## config.mk

```make
export PLATFORM = sky130hd
export DESIGN_NAME = regfile_mp
export DESIGN_NICKNAME = d
export VERILOG_FILES = /design/src/rtl/regfile_pkg.sv /design/src/rtl/regfile_clear_seq.sv /design/src/rtl/regfile_mp.sv
export SDC_FILE = /design/constraint.sdc
export NUM_CORES = 2
export LEC_CHECK = 0
export CAP_MARGIN = 40
export CORE_ASPECT_RATIO = 0.5
export CORE_MARGIN = 4
export CORE_UTILIZATION = 45
export DETAILED_ROUTE_END_ITERATION = 16
export SLEW_MARGIN = 20
export SYNTH_ARGS = -nofsm -noshare
export SYNTH_HDL_FRONTEND = slang
export SYNTH_SLANG_ARGS = --single-unit
```

## constraint.sdc

```tcl
create_clock -name clk -period 3 [get_ports clk]
set_clock_uncertainty 0.1 [all_clocks]
set_input_delay 0.6 -clock clk [delete_from_list [all_inputs] [get_ports clk]]
set_output_delay 0.6 -clock clk [all_outputs]
set_load 0.005 [all_outputs]
```

## src/rtl/regfile_pkg.sv

```systemverilog
// Shared types and default sizes for the multi-port register file.
package regfile_pkg;

  typedef enum logic {RF_CLEAR, RF_RUN} rf_state_t;

  localparam int RF_DATA_W = 32;
  localparam int RF_DEPTH  = 16;
  localparam int RF_NRD    = 3;

endpackage

```

## src/rtl/regfile_clear_seq.sv

```systemverilog
// Clear sequencer: sweeps every register to zero after reset or a clr request,
// then hands the array over to normal operation.
//
// state    | meaning
// ---------+-----------------------------------------------------------
// RF_CLEAR | writing 0 to register[cnt] each cycle, busy=1
// RF_RUN   | normal operation, busy=0; clr restarts the sweep at cnt=0
module regfile_clear_seq
  import regfile_pkg::*;
#(
  parameter int DEPTH = RF_DEPTH,
  localparam int AW   = $clog2(DEPTH)
) (
  input  logic          clk,
  input  logic          rst_n,
  input  logic          i_clr,
  output logic          o_busy,
  output logic          o_clr_we,
  output logic [AW-1:0] o_clr_addr
);

  localparam logic [AW-1:0] LAST = AW'(DEPTH - 1);

  rf_state_t     r_state;
  logic [AW-1:0] r_cnt;

  always_ff @(posedge clk or negedge rst_n) begin
    if (!rst_n) begin
      r_state <= RF_CLEAR;
      r_cnt   <= '0;
    end else begin
      case (r_state)
        RF_CLEAR: begin
          r_cnt <= r_cnt + AW'(1);
          if (r_cnt == LAST) r_state <= RF_RUN;
        end
        default: begin
          if (i_clr) begin
            r_state <= RF_CLEAR;
            r_cnt   <= '0;
          end
        end
      endcase
    end
  end

  assign o_busy     = (r_state == RF_CLEAR);
  assign o_clr_we   = (r_state == RF_CLEAR);
  assign o_clr_addr = r_cnt;

endmodule

```

## src/rtl/regfile_mp.sv

```systemverilog
// Parametrised multi-port register file with two prioritised write ports,
// write-to-read bypass and registered reads. Optional macro: REGFILE_ZERO_REG_EN.
module regfile_mp
  import regfile_pkg::*;
#(
  parameter int DATA_W = RF_DATA_W,
  parameter int DEPTH  = RF_DEPTH,
  parameter int NRD    = RF_NRD,
  localparam int AW    = $clog2(DEPTH)
) (
  input  logic                  clk,
  input  logic                  rst_n,
  input  logic                  clr,
  input  logic [NRD*AW-1:0]     rd_addr,
  output logic [NRD*DATA_W-1:0] rd_data,
  input  logic                  we0,
  input  logic [AW-1:0]         wa0,
  input  logic [DATA_W-1:0]     wd0,
  input  logic                  we1,
  input  logic [AW-1:0]         wa1,
  input  logic [DATA_W-1:0]     wd1,
  output logic                  busy
);

`ifdef REGFILE_ZERO_REG_EN
  localparam bit ZERO_REG = 1'b1;
`else
  localparam bit ZERO_REG = 1'b0;
`endif

  logic              w_busy;
  logic              w_clr_we;
  logic [AW-1:0]     w_clr_addr;
  logic              w_wr0;
  logic              w_wr1;
  logic [DATA_W-1:0] w_byp [NRD];

  logic [DATA_W-1:0] r_mem [DEPTH];
  logic [DATA_W-1:0] r_rd  [NRD];

  regfile_clear_seq #(.DEPTH(DEPTH)) u_clear_seq (
    .clk        (clk),
    .rst_n      (rst_n),
    .i_clr      (clr),
    .o_busy     (w_busy),
    .o_clr_we   (w_clr_we),
    .o_clr_addr (w_clr_addr)
  );

  // A write is accepted only in RUN and only when clr is not pulling us back to CLEAR.
  assign w_wr0 = we0 && !w_busy && !clr && !(ZERO_REG && (wa0 == '0));
  assign w_wr1 = we1 && !w_busy && !clr && !(ZERO_REG && (wa1 == '0));

  // Storage has no reset so it can map to RAM; port 1 is written last and wins on collision.
  always_ff @(posedge clk) begin
    if (w_clr_we) begin
      r_mem[w_clr_addr] <= '0;
    end else begin
      if (w_wr0) r_mem[wa0] <= wd0;
      if (w_wr1) r_mem[wa1] <= wd1;
    end
  end

  for (genvar g = 0; g < NRD; g++) begin : g_rd
    logic [AW-1:0] w_ra;
    assign w_ra = rd_addr[g*AW +: AW];

    always_comb begin
      w_byp[g] = r_mem[w_ra];
      if (ZERO_REG && (w_ra == '0)) w_byp[g] = '0;
      else if (w_wr1 && (wa1 == w_ra)) w_byp[g] = wd1;
      else if (w_wr0 && (wa0 == w_ra)) w_byp[g] = wd0;
    end

    assign rd_data[g*DATA_W +: DATA_W] = r_rd[g];
  end

  always_ff @(posedge clk or negedge rst_n) begin
    if (!rst_n) begin
      for (int i = 0; i < NRD; i++) r_rd[i] <= '0;
    end else begin
      for (int i = 0; i < NRD; i++) r_rd[i] <= w_busy ? '0 : w_byp[i];
    end
  end

  assign busy = w_busy;

endmodule

```

==> metrics.md <==
| Metric | Value |
|---|---|
| Status | finished clean |
| Avg WL per Cell | 34.9 um |
| CTS max path bufs | 3 |
| Slew headroom | 40.2% |
| CTS Buf Count | 61 |
| CP Launch Type | input pin |
| CP arrival | 2890 ps |
| Total Routing Usage GR | 35.3% |
| Worst path most repeated cell | buf_4 |
| Post-DP HPWL | 113000 um |
| CTS root buf | clkbuf_16 |
| FF-to-FF Start | u_clear_seq.r_state$_DFF_PN0_ |
| Synthesized flop and latch total | 613 |
| Top Layer Used | met5 |
| Switching Fraction | 33.0% |
| R2R Setup Slk | 370 ps |
| Yosys cell types | 53 |
| CP Buf/Inv Count | 5 |
| Crit path cell chain | clkdlybuf4s50_1 > buf_4 > and3b_2 > buf_4 > a31oi_1 > buf_4 > o21bai_4 > buf_12 |
| Worst hold margin | 272 ps |
| Syn Nets | 3572 |
| Hold Buf Count CTS | 1 |
| FFs w/ async S/R, synth | 16.5% |
| Vias in the first global route | 32600 |
| Final wirelength | 169000 um |
| EDFF count, synth | 512 |
| Endpoint class of the critical path | flop |
| PD cells | 599 nW/um2 |
| Initial antenna violation count | 7 |
| Die X | 428 um |
| Port buffer count | 185 |
| Worst hold endpoint | rd_data[30]$_DFF_PN0_ |
| Initial DRC Count | 5830 |
| Clk pin slew, worst setup/hold paths | 70 ps |
| Hold Crit Class | in -> reg |
| Fillers | 7307 |
| Overall Power | 28.0 mW |
| RSZ-0062 raised after global routing | no |
| Layout cell share with drive strength beyond 1 | 22.7% |
| CTS HTree Levels | 2 |
| CP required | 3260 ps |
| Clock power frac | 27.7% |
| CTS Sinks | 613 |
| Psw | 9.23 mW |
| Sequential fraction of the synthesis area | 45.0% |
| Total number of vias | 34200 |
| Die Y-Extent | 218 um |
| Synth warn | 0 |
| DR WL met3 | 26200 um |
| Slowest cell on the critical path | clkdlybuf4s50_1 |
| Final setup fails | 0 |
| Mapped Cells | 3482 |
| First-pass GRT wire length | 240000 um |
| M1 WL | 64100 um |
| Int Power | 18.7 mW |
| GRT Residual Overflow | 0 |
| Largest delay share family, worst path | buffers and inverters |
| Synth Area per Inst | 11.4 um2 |
| Wire length on met2 | 71100 um |
| Pleak | 15.9 nW |
| Worst-path fanout max | 18 |
| Row count | 76 |
| Residual DRC | 0 |
| Initial cell density of the core | 45.8% |
| Final Hold Vio Count | 0 |
| Comb power frac | 28.6% |
| Max stage delay on crit path | 510 ps |
| Worst Slack Setup Final | 369 ps |
| Fin crit share | 87.7% |
| Reg power frac | 43.7% |
| Dpl ws | -161 ps |
| # IOs | 186 |
| Area growth syn-to-layout | 17.4% |
| Core area | 86800 um2 |
| Cell depth of the worst flop-to-flop path | 6 |
| Final Core Density | 53.8% |
| Fmax | 380 MHz |
| RR Endpoint | rd_data[87]$_DFF_PN0_ |
| WS Path Type | in -> reg |
| Syn Std Cell Area | 39800 um2 |
| Primary FF master, synth | edfxtp_1 |
| Post-CTS Setup Inserts | 0 |
| CTS resizes | 0 |
| Minimum clock period | 2630 ps |
| Hold wc startpoint | rd_addr[2] |
| Max_cap viols | 0 |
| Placer Congestion | 0.958 |
| Via density | 7.07 |
| CTS tree | yes |
| # nets final | 3707 |
| Largest net degree at the start of global routing | 65 |
| Hold Crit Depth | 3 |
| Number of detailed-routing iterations run before antenna repair | 7 |
| Slew Viols, Final | 0 |
| Clk_lat worst skew | 680 ps |
| Peak VDD IR | 0.539 mV |
| Actual slew at the worst max-slew pin | 894 ps |
| Die footprint | 93500 um2 |
| Post-route ant nets | 0 |
-- per-stage QoR --
| step | area [um2] | instances | setup TNS, ps |
|---|---|---|---|
| 2_1_floorplan | 39800 | 3482 | -211560 |
| 3_3_place_gp | 44700 | 4717 | -55800 |
| 3_5_place_dp | 44700 | 4722 | -7270 |
| 4_1_cts | 46700 | 4837 | 0 |
| 5_1_grt | 46700 | 4840 | 0 |
| 6_report | 46700 | 4843 | 0 |
-- cell families after synthesis --
| kind of cell | after synthesis | synth area share [%] |
|---|---|---|
| simple gates | 821 | 8.38 |
| fa+ha+maj | 1 | 0.0315 |
| mux | 547 | 23.2 |
| compound gates | 1011 | 16.6 |
| buf+inv | 465 | 6.25 |
| xor+xnor | 24 | 0.529 |
| flops | 613 | 45.0 |
-- routing by layer --
layer,vias to the layer above,track usage [%]
li1,13800,-
met1,17000,48.9
met2,2899,51.2
met3,528,12.1
met4,8,13.9
met5,-,0
-- cell usage after synthesis, types with 29 or more instances --
library cell  number  area share [%]
o31ai_1           96             1.8
dfrtp_1          101             6.4
o21ai_0          540             6.8
a311oi_1          96             2.1
a2bb2oi_1         42            0.93
buf_6             45             1.3
o21ai_1           29            0.36
buf_1             34            0.32
nand2_1          700             6.6
a221oi_1          41            0.90
mux2i_1          205             5.2
mux2_2            54             1.5
mux4_2           270              15
buf_2            144             1.8
edfxtp_1         512              39
nand3_1           41            0.52
clkbuf_1         197             1.9
a21o_1            30            0.57
a2111oi_0         96             2.1
-- how the worst max path moves through the flow --
stage | from | endpoint | slack, ps | cells past startpoint
after floorplan | clr | r_mem[12][0]$_DFFE_PP_ | -550 | 6
after global placement | clr | r_mem[15][17]$_DFFE_PP_ | -260 | 7
after detailed placement | clr | r_mem[15][17]$_DFFE_PP_ | -160 | 8
after CTS | u_clear_seq.r_state$_DFF_PN0_ | busy | 360 | 2
after global routing | u_clear_seq.r_state$_DFF_PN0_ | busy | 330 | 2
final | clr | r_mem[15][21]$_DFFE_PP_ | 370 | 8
-- power groups by stage --
| stage | logic [mW] | clock network (mW) | registers, mW |
|---|---|---|---|
| finish | 8.00 | 7.75 | 12.2 |
| global route | 8.24 | 8.15 | 12.3 |
| CTS | 7.79 | 7.78 | 12.1 |
| detailed placement | 7.76 | 0 | 12.3 |
| global placement | 7.65 | 0 | 12.2 |
| floorplan | 4.17 | 0 | 11.9 |
-- flip-flops by register name (all words and copies together) (netlist names) --
signal / count
r_mem: 512
rd_data: 96
u_clear_seq.o_clr_addr: 4
u_clear_seq.r_state: 1
-- cells in the final DEF, fill, tap and decap left out, drive strengths merged, types with 16 or more instances in the layout --
| master | synthesis | final |
|---|---|---|
| nand2 | 700 | 700 |
| o21ai | 569 | 569 |
| edfxtp | 512 | 512 |
| buf | 251 | 356 |
| mux4 | 288 | 288 |
| mux2i | 205 | 205 |
| clkdlybuf4s50 | 0 | 172 |
| dfrtp | 101 | 101 |
| o31ai | 96 | 96 |
| a2111oi | 96 | 96 |
| a311oi | 96 | 96 |
| clkbuf | 208 | 91 |
| mux2 | 54 | 54 |
| a221oi | 54 | 54 |
| a2bb2oi | 44 | 44 |
| nand3 | 41 | 41 |
| a21o | 30 | 30 |
| xnor2 | 24 | 24 |
| clkinv | 0 | 22 |
| and3 | 17 | 17 |
| o21bai | 16 | 16 |
-- cell type report --
class	count	area, um2	area share [%]
inverter	5	18.8	0.0402
clock buffer	88	1750	3.75
sequential	613	17900	38.4
tap	1170	1460	3.14
timing repair buffer	532	5690	12.2
multi-input combinational	2404	19700	42.1
clock inverter	26	185	0.397
antenna	5	12.5	0.0268
-- worst register-to-register path: cells and delay by family (launching register included) --
kind                   cells  cell delay, ps
AOI/OAI and AO/OA          2             630
buffers and inverters      3             820
DFF                        1             490
and+or+nand+nor            1             420
No activity file was read; power rests on OpenSTA's default activity.
